===== config.mk =====
export PLATFORM = sky130hd
export DESIGN_NAME = multicycle_control
export DESIGN_NICKNAME = d
export VERILOG_FILES = /design/src/rtl/cpu_pkg.sv /design/src/rtl/mc_wait_timer.sv /design/src/rtl/multicycle_control.sv
export SDC_FILE = /design/constraint.sdc
export NUM_CORES = 1
export LEC_CHECK = 0
export BUFFER_PORTS_ARGS = -buffer_cell sky130_fd_sc_hd__buf_2
export CAP_MARGIN = 20
export CORE_MARGIN = 2
export CORE_UTILIZATION = 49
export CTS_CLUSTER_SIZE = 12
export DETAILED_ROUTE_END_ITERATION = 10
export GPL_ROUTABILITY_DRIVEN = 1
export GPL_TIMING_DRIVEN = 0
export PLACE_DENSITY = 0.86
export SETUP_SLACK_MARGIN = 0.1
export SLEW_MARGIN = 20
export SYNTH_ARGS = -nofsm -noshare
export SYNTH_HDL_FRONTEND = slang
export SYNTH_HIERARCHICAL = 1
export SYNTH_SLANG_ARGS = --single-unit
export TNS_END_PERCENT = 20

===== constraint.sdc =====
create_clock -name clk -period 2 [get_ports clk]
set_input_delay 0.4 -clock clk [delete_from_list [all_inputs] [get_ports clk]]
set_output_delay 0.4 -clock clk [all_outputs]
set_load 0.1 [all_outputs]

===== src/rtl/cpu_pkg.sv =====
// Shared encodings for the multicycle CPU controller: FSM states, opcodes,
// ALU/mux select codes and the bundled control-word struct.
package cpu_pkg;

  typedef enum logic [3:0] {
    S_FETCH  = 4'd0,
    S_DECODE = 4'd1,
    S_MEMADR = 4'd2,
    S_MEMRD  = 4'd3,
    S_MEMWB  = 4'd4,
    S_MEMWR  = 4'd5,
    S_EXEC   = 4'd6,
    S_ALUWB  = 4'd7,
    S_BRANCH = 4'd8,
    S_JUMP   = 4'd9,
    S_FAULT  = 4'd15
  } state_t;

  localparam logic [5:0] OP_R   = 6'h00;
  localparam logic [5:0] OP_LW  = 6'h23;
  localparam logic [5:0] OP_SW  = 6'h2B;
  localparam logic [5:0] OP_BEQ = 6'h04;
  localparam logic [5:0] OP_J   = 6'h02;

  localparam logic [1:0] ALU_ADD   = 2'b00;
  localparam logic [1:0] ALU_SUB   = 2'b01;
  localparam logic [1:0] ALU_FUNCT = 2'b10;

  localparam logic [1:0] SRCB_REG   = 2'b00;
  localparam logic [1:0] SRCB_FOUR  = 2'b01;
  localparam logic [1:0] SRCB_IMM   = 2'b10;
  localparam logic [1:0] SRCB_BRIMM = 2'b11;

  localparam logic [1:0] PC_ALU = 2'b00;
  localparam logic [1:0] PC_BR  = 2'b01;
  localparam logic [1:0] PC_JMP = 2'b10;

  typedef struct packed {
    logic       mem_read;
    logic       mem_write;
    logic       iord;
    logic       ir_write;
    logic       reg_write;
    logic       reg_dest;
    logic       mem_to_reg;
    logic       alu_src_a;
    logic       pc_en;
    logic [1:0] alu_op;
    logic [1:0] alu_src_b;
    logic [1:0] pc_source;
    logic       instr_done;
    logic       illegal;
    logic       fault;
  } ctrl_t;

  // States that wait on memory and are covered by the stall timer.
  function automatic logic is_wait_state(state_t s);
    return (s == S_FETCH) || (s == S_MEMRD) || (s == S_MEMWR);
  endfunction

endpackage


===== src/rtl/mc_wait_timer.sv =====
// Counts consecutive mem_ready-low cycles in a memory state; expired once
// WAIT_LIMIT low cycles have been seen.
module mc_wait_timer #(
  parameter int WAIT_LIMIT = 16
) (
  input  logic clk,
  input  logic reset,
  input  logic clear,
  input  logic inc,
  output logic expired
);

  localparam int CW = $clog2(WAIT_LIMIT + 1);

  logic [CW-1:0] cnt;

  assign expired = (cnt == CW'(WAIT_LIMIT));

  // Saturates at the limit so it can never wrap back to a legal count.
  always_ff @(posedge clk or negedge reset) begin
    if (!reset)                cnt <= '0;
    else if (clear)            cnt <= '0;
    else if (inc && !expired)  cnt <= cnt + CW'(1);
  end

endmodule


===== src/rtl/multicycle_control.sv =====
// Multicycle MIPS-subset control FSM with memory stall timeout and sticky
// fault state; outputs decode from the current state.
module multicycle_control
  import cpu_pkg::*;
#(
  parameter int WAIT_LIMIT = 16
) (
  input  logic       clk,
  input  logic       reset,
  input  logic [5:0] opcode,
  input  logic       zero,
  input  logic       mem_ready,
  output logic       MemRead,
  output logic       MemWrite,
  output logic       IorD,
  output logic       IRWrite,
  output logic       RegWrite,
  output logic       RegDest,
  output logic       MemtoReg,
  output logic       ALUSrcA,
  output logic       pc_en,
  output logic [1:0] ALUOp,
  output logic [1:0] ALUSrcB,
  output logic [1:0] PCSource,
  output logic       instr_done,
  output logic       illegal,
  output logic       fault,
  output logic [3:0] state
);

  state_t st;
  ctrl_t  c;
  logic   waiting, expired, legal;

  assign waiting = is_wait_state(st);
  assign legal   = (opcode == OP_R) || (opcode == OP_LW) || (opcode == OP_SW) ||
                   (opcode == OP_BEQ) || (opcode == OP_J);

  // Cleared whenever outside a wait state or on the completing cycle, so
  // every entry into FETCH/MEMRD/MEMWR starts from zero.
  mc_wait_timer #(.WAIT_LIMIT(WAIT_LIMIT)) u_timer (
    .clk     (clk),
    .reset   (reset),
    .clear   (~waiting | mem_ready),
    .inc     (waiting & ~mem_ready),
    .expired (expired)
  );

  always_ff @(posedge clk or negedge reset) begin
    if (!reset) begin
      st <= S_FETCH;
    end else begin
      case (st)
        S_FETCH:  if (mem_ready) st <= S_DECODE; else if (expired) st <= S_FAULT;
        S_DECODE: begin
          case (opcode)
            OP_R:         st <= S_EXEC;
            OP_LW, OP_SW: st <= S_MEMADR;
            OP_BEQ:       st <= S_BRANCH;
            OP_J:         st <= S_JUMP;
            default:      st <= S_FETCH;
          endcase
        end
        S_MEMADR: st <= (opcode == OP_SW) ? S_MEMWR : S_MEMRD;
        S_MEMRD:  if (mem_ready) st <= S_MEMWB; else if (expired) st <= S_FAULT;
        S_MEMWR:  if (mem_ready) st <= S_FETCH; else if (expired) st <= S_FAULT;
        S_MEMWB, S_EXEC, S_ALUWB, S_BRANCH, S_JUMP:
                  st <= (st == S_EXEC) ? S_ALUWB : S_FETCH;
        S_FAULT:  st <= S_FAULT;
        default:  st <= S_FAULT;
      endcase
    end
  end

  // Gated by reset so nothing reaches the datapath while reset is held.
  always_comb begin
    c = '0;
    if (reset) begin
      case (st)
        S_FETCH: begin
          c.mem_read  = 1'b1;
          c.alu_src_b = SRCB_FOUR;
          c.alu_op    = ALU_ADD;
          c.pc_source = PC_ALU;
          c.ir_write  = mem_ready;
          c.pc_en     = mem_ready;
        end
        S_DECODE: begin
          c.alu_src_b  = SRCB_BRIMM;
          c.alu_op     = ALU_ADD;
          c.illegal    = ~legal;
          c.instr_done = ~legal;
        end
        S_MEMADR: begin
          c.alu_src_a = 1'b1;
          c.alu_src_b = SRCB_IMM;
          c.alu_op    = ALU_ADD;
        end
        S_MEMRD: begin
          c.mem_read = 1'b1;
          c.iord     = 1'b1;
        end
        S_MEMWB: begin
          c.reg_write  = 1'b1;
          c.mem_to_reg = 1'b1;
          c.instr_done = 1'b1;
        end
        S_MEMWR: begin
          c.mem_write  = 1'b1;
          c.iord       = 1'b1;
          c.instr_done = mem_ready;
        end
        S_EXEC: begin
          c.alu_src_a = 1'b1;
          c.alu_src_b = SRCB_REG;
          c.alu_op    = ALU_FUNCT;
        end
        S_ALUWB: begin
          c.reg_write  = 1'b1;
          c.reg_dest   = 1'b1;
          c.instr_done = 1'b1;
        end
        S_BRANCH: begin
          c.alu_src_a  = 1'b1;
          c.alu_src_b  = SRCB_REG;
          c.alu_op     = ALU_SUB;
          c.pc_source  = PC_BR;
          c.pc_en      = zero;
          c.instr_done = 1'b1;
        end
        S_JUMP: begin
          c.pc_source  = PC_JMP;
          c.pc_en      = 1'b1;
          c.instr_done = 1'b1;
        end
        S_FAULT:  c.fault = 1'b1;
        default:  c = '0;
      endcase
    end
  end

  assign MemRead    = c.mem_read;
  assign MemWrite   = c.mem_write;
  assign IorD       = c.iord;
  assign IRWrite    = c.ir_write;
  assign RegWrite   = c.reg_write;
  assign RegDest    = c.reg_dest;
  assign MemtoReg   = c.mem_to_reg;
  assign ALUSrcA    = c.alu_src_a;
  assign pc_en      = c.pc_en;
  assign ALUOp      = c.alu_op;
  assign ALUSrcB    = c.alu_src_b;
  assign PCSource   = c.pc_source;
  assign instr_done = c.instr_done;
  assign illegal    = c.illegal;
  assign fault      = c.fault;
  assign state      = st;

endmodule


==> Word level (Yosys, flattened, before mapping) <==
Cells that the tools add are included.
{ "totals": {"reg_bits": 9, "in_bits": 10, "out_inout_bits": 22, "word_cells": 66} }
{ "classes": {"n_addsub": 1, "n_eq_ne": 15, "n_mux": 25, "bitwise_logic": 5, "reduce_logical": 18} }
{ "op_table": {"columns": ["cell", "count"], "rows": [
  ["4-bit one-hot mux with 6 select lines", 1],
  ["4-bit one-hot mux with 5 select lines", 1],
  ["18-bit 2-to-1 mux", 1],
  ["4-bit by 3-bit equality test with 1-bit output, second input constant", 4],
  ["4-bit 2-to-1 mux", 4],
  ["4-bit one-hot mux with 4 select lines", 1],
  ["4-bit equality test, second input constant", 3],
  ["6-bit equality test, second input constant", 2],
  ["1-bit 2-to-1 mux", 10],
  ["5-bit 2-to-1 mux", 2],
  ["4-bit by 2-bit equality test with 1-bit output, second input constant", 2],
  ["2-bit OR reduction", 4],
  ["6-bit by 2-bit equality test with 1-bit output, second input constant", 1],
  ["6-bit by 3-bit equality test with 1-bit output, second input constant", 1],
  ["6-bit zero test", 1],
  ["1-bit logical OR", 6],
  ["3-bit 2-to-1 mux", 2],
  ["1-bit one-hot mux with 3 select lines", 2],
  ["5-bit by 1-bit adder with 5-bit output, second input constant", 1],
  ["5-bit equality test, second input constant", 1],
  ["5-bit OR reduction", 1],
  ["4-bit by 1-bit equality test with 1-bit output, second input constant", 1],
  ["4-bit zero test", 1],
  ["2-bit one-hot mux with 2 select lines", 1],
  ["other kinds (8)", 10]
]} }

==> Logic depth before layout (Yosys ltp) <==
{ "logic_depth": {"word_depth": 8, "depth_mapped": 7, "depth_no_buf": 7} }

==> Hierarchy <==
Netlist, hierarchy kept.
{ "by_module_without_submodules": {"columns": ["mod", "instances", "cells_each", "area_per_inst_um2", "seq_area_each_um2"], "rows": [
  ["multicycle_control", 1, 92, 664.4, 100.1],
  ["mc_wait_timer", 1, 27, 280.3, 125.1]
]} }

==> Worst setup path after synthesis <==
Ideal clock, no wire load.
{ "synth_path": {"path_type": "reg-to-output", "from": "register st[0] (netlist: state[0])", "to": "output IorD", "arrival_time_ns": 4.350, "required_ns": 1.600, "path_slack_ns": -2.750, "stages_incl_launch_ff": 4, "path_buffers": 2, "path_cell_list": "dfrtp_1 -> buf_2 -> buf_2 -> nor4bb_1"} }
{ "synth_between": {"elab_chain_cells": 4, "word_cells_on_any_way": 5, "cone_classes": "2 x eq/ne; 2 x mux; 1 x reduce/logical"} }
{ "synth_rtl": {"columns": ["element", "line_no", "text"], "rows": [
  ["start: declaration", "multicycle_control.sv:31", "state_t st;"],
  ["start signal: assignment", "multicycle_control.sv:64", "S_MEMADR: st <= (opcode == OP_SW) ? S_MEMWR : S_MEMRD;"],
  ["start signal: assignment", "multicycle_control.sv:68", "st <= (st == S_EXEC) ? S_ALUWB : S_FETCH;"],
  ["4-bit by 2-bit equality test with 1-bit output / 4-bit by 3-bit equality test with 1-bit output (equally long branches)", "multicycle_control.sv:79", "case (st)"],
  ["2-bit OR reduction (no source line) (*)", null, null],
  ["1-bit 2-to-1 mux (*)", "multicycle_control.sv:79", null],
  ["18-bit 2-to-1 mux (*)", "multicycle_control.sv:78", "if (reset) begin"],
  ["end: declaration", "multicycle_control.sv:15", "output logic IorD,"]
]} }
Mark *: on every way between the ends. The rest lies on a longest branch, timed or not.

==> Final worst setup path <==
{ "layout_path": {"from": "register st[1] (netlist: state[1])", "to": "output instr_done"} }
{ "layout_between": {"elab_chain_cells": 4, "word_cells_on_any_way": 9, "cone_classes": "6 x eq/ne; 2 x mux; 1 x reduce/logical"} }
{ "layout_rtl": {"columns": ["element", "line_no", "text"], "rows": [
  ["4-bit by 3-bit equality test with 1-bit output / 4-bit equality test (equally long branches)", "multicycle_control.sv:79", null],
  ["4-bit OR reduction (no source line)", null, null],
  ["1-bit one-hot mux with 3 select lines (*)", "multicycle_control.sv:79", null],
  ["18-bit 2-to-1 mux (*)", "multicycle_control.sv:78", null],
  ["end: declaration", "multicycle_control.sv:25", "output logic instr_done,"]
]} }
Marks and branches as above.

==> summary.txt <==
outcome: finished with violations
failing checks: negative setup slack
Mapped Nets: 131
antenna viol nets, final: 0
Fin Hold WS: 0.0344 ns
Final period util: 1.20
H-Tree Depth: 1
Final min period: 2.41 ns
Die X: 47.9 um
Final Max Slew Viols: 0
CP endpoint kind: output port
post-synth cell types: 48
post-synthesis sequential area ratio: 0.238
fraction of registers with async set/reset: 1.00
Seq cells post-synth: 9
Port Buffer Count: 31
Worst Hold Class: primary input to async pin
slew margin rel.: 0.600
final setup fails: 24
Worst-path clk slew: 0.07 ns
CP Cell Sequence: buf_8, nor3b_1, o21ai_0, o2111ai_1, a31oi_4, buf_12
Clock Tree Root: clkbuf_4
Syn Inst Count: 119
vias after detailed routing: 1312
Starting Density: 0.535
Routed Wire Length: 4960 um
global-route wire length before repair: 5940 um
layout cells sized above 1: 0.531
Hold Violations, Final: 0
Max Clk Rate: 416 MHz
crit-path max cell delay: 0.53 ns
hold_buf cts: 0
Synth area leaders: dfrtp_1, nand2_1, nor2_1
Clock Latency Late Sink: 0.27 ns
P_leak: 0.664 nW
DRC violations left: 0
met3 GRT Util: 0.113
critical path type: register to output port
CP max-delay cell: dfrtp_4
1st-pass router iterations: 5
GRT overflow: 0
I/O pin total: 32
Cell Area, Synth: 945 um^2
CTS tree: built
nets@finish: 173
Die Ht: 47.9 um
CTS Buf Count: 3
number of synthesized flops with an enable pin: 0
worst path required time: 1.60 ns
met1 usage: 0.472
Synth top area share: 0.238
max-cap violations: 0
Clock Skew: 0.00685 ns
startpoint types: register
busiest grt layer: met2
top post-synthesis cells by count: nand2_1, nor2_1, dfrtp_1, nor3_1, nand2b_1
Wirelength per Cell: 26.8 um
fillers: 40
die footprint: 2290 um^2
final worst setup slack: -0.406 ns
WP data arrival: 2.01 ns
RSZ-0062 raised after global routing: yes
GR Layer Usage met2: 0.640
maximum root-to-sink buffer count: 2
average vias per placed instance: 7.09
Worst Tran Pin Value: 0.594 ns
n_diodes: 0
ys flop type: dfrtp_1
Total GRT Usage: 0.383
Synth area leader: dfrtp_1
RD Place Congestion: 0.788
Max rail drop VDD: 1.08 mV
Area growth syn-to-layout: 78.3%
core box area: 1760 um^2
Clock Sink Count: 9
Critical Path Fanout Max: 6
Avg Inst Size Synth: 7.94 um^2
number of global-route vias before repair: 1116
largest net degree at the start of global routing: 17
DR iter-0 viols: 101
R2R Setup Slk: -0.25 ns
Detail Placement HPWL: 2090 um
Ys Warns: 6
antenna violations before repair: 0
Pwr per Cell Area: 1270 nW/um^2
pre-CTS WS: -0.347 ns
Site Rows: 15
[critical path, delay by kind of cell, from the launching register on]
kind,cells,cell delay [ns]
buf+inv,2,0.33
compound gates,3,0.47
simple gates,1,0.41
flops,1,0.53
[report_power, final]
group,internal (mW),switching (mW)
Combinational,0.541,1.16
Clock,0.0773,0.0737
Sequential,0.227,0.0565
[registers in the layout, summed over array words and instances, names as in the netlist]
name and cells:
u_timer/cnt 5, state 4
[repair_timing]
action                                  4_1_cts  5_1_grt
buffers inserted                              5        1
pin swaps                                     7        5
gates resized for setup                      57       24
endpoints found under the setup margin       21       24
[final timing paths]
kind / to / from / depth (start not counted)
setup / recovery: instr_done / state[1] / 6
hold / removal: state[3] / reset / 1
setup reg to reg: u_timer/cnt[2] / state[1] / 6
hold reg to reg: u_timer/cnt[1] / u_timer/cnt[1] / 2
max in group asynchronous: state[1] / reset / 1
min in group clk: state[0] / opcode[1] / 3
[cells by family (layout without fill, tap and decap cells)]
family                     after synthesis  in the layout  share of synthesized area
AOI/OAI and AO/OA                       20             20                      0.168
muxes                                    2              2                     0.0225
buffers and inverters                   13             54                     0.0821
DFF                                      9              9                      0.238
xor gates and xnor gates                 4              4                     0.0371
adders and majority gates                2              2                     0.0265
and+or+nand+nor                         69             69                      0.425
[cell usage in the layout (no fill, tap or decap), drive strengths merged, types with 2 or more instances in the layout]
cell type	n
or2	5
dfrtp	9
nor4b	3
nor4	3
nor2b	2
nor3b	5
nand4	2
clkbuf	5
ha	2
inv	5
o21ai	2
nand2	13
nand2b	6
buf	44
xor2	3
a21oi	5
a31oi	2
nor2	13
nor3	9
[per-stage QoR]
step,std cells,total power [mW],instance area (um^2),setup TNS [ns],utilization
2_1_floorplan,119,1.36,1120,-10.58,-
3_3_place_gp,175,1.52,1310,-0.711,0.742
3_5_place_dp,175,1.55,1310,-1.01,0.742
4_1_cts,184,1.91,1580,-0.963,0.895
5_1_grt,185,2.18,1680,-4.50,0.955
6_report,185,2.14,1680,-3.58,0.955
[final cells by class]
type,count,area (um^2),area share
Buffer,8,105,0.0624
Clock buffer,4,26.3,0.0156
Inverter,5,26.3,0.0156
Multi-Input combinational cell,97,843,0.501
Sequential cell,9,240,0.143
Tap cell,25,31.3,0.0186
Timing Repair Buffer,37,412,0.244
[routing by layer]
layer / part of all wire / vias to the layer above
met2: 0.47 / 143
met4: 0.080 / 0
li1: - / 515
met1: 0.34 / 611
met3: 0.11 / 43
met5: 0 / -
No activity file was read; power rests on OpenSTA's default activity.
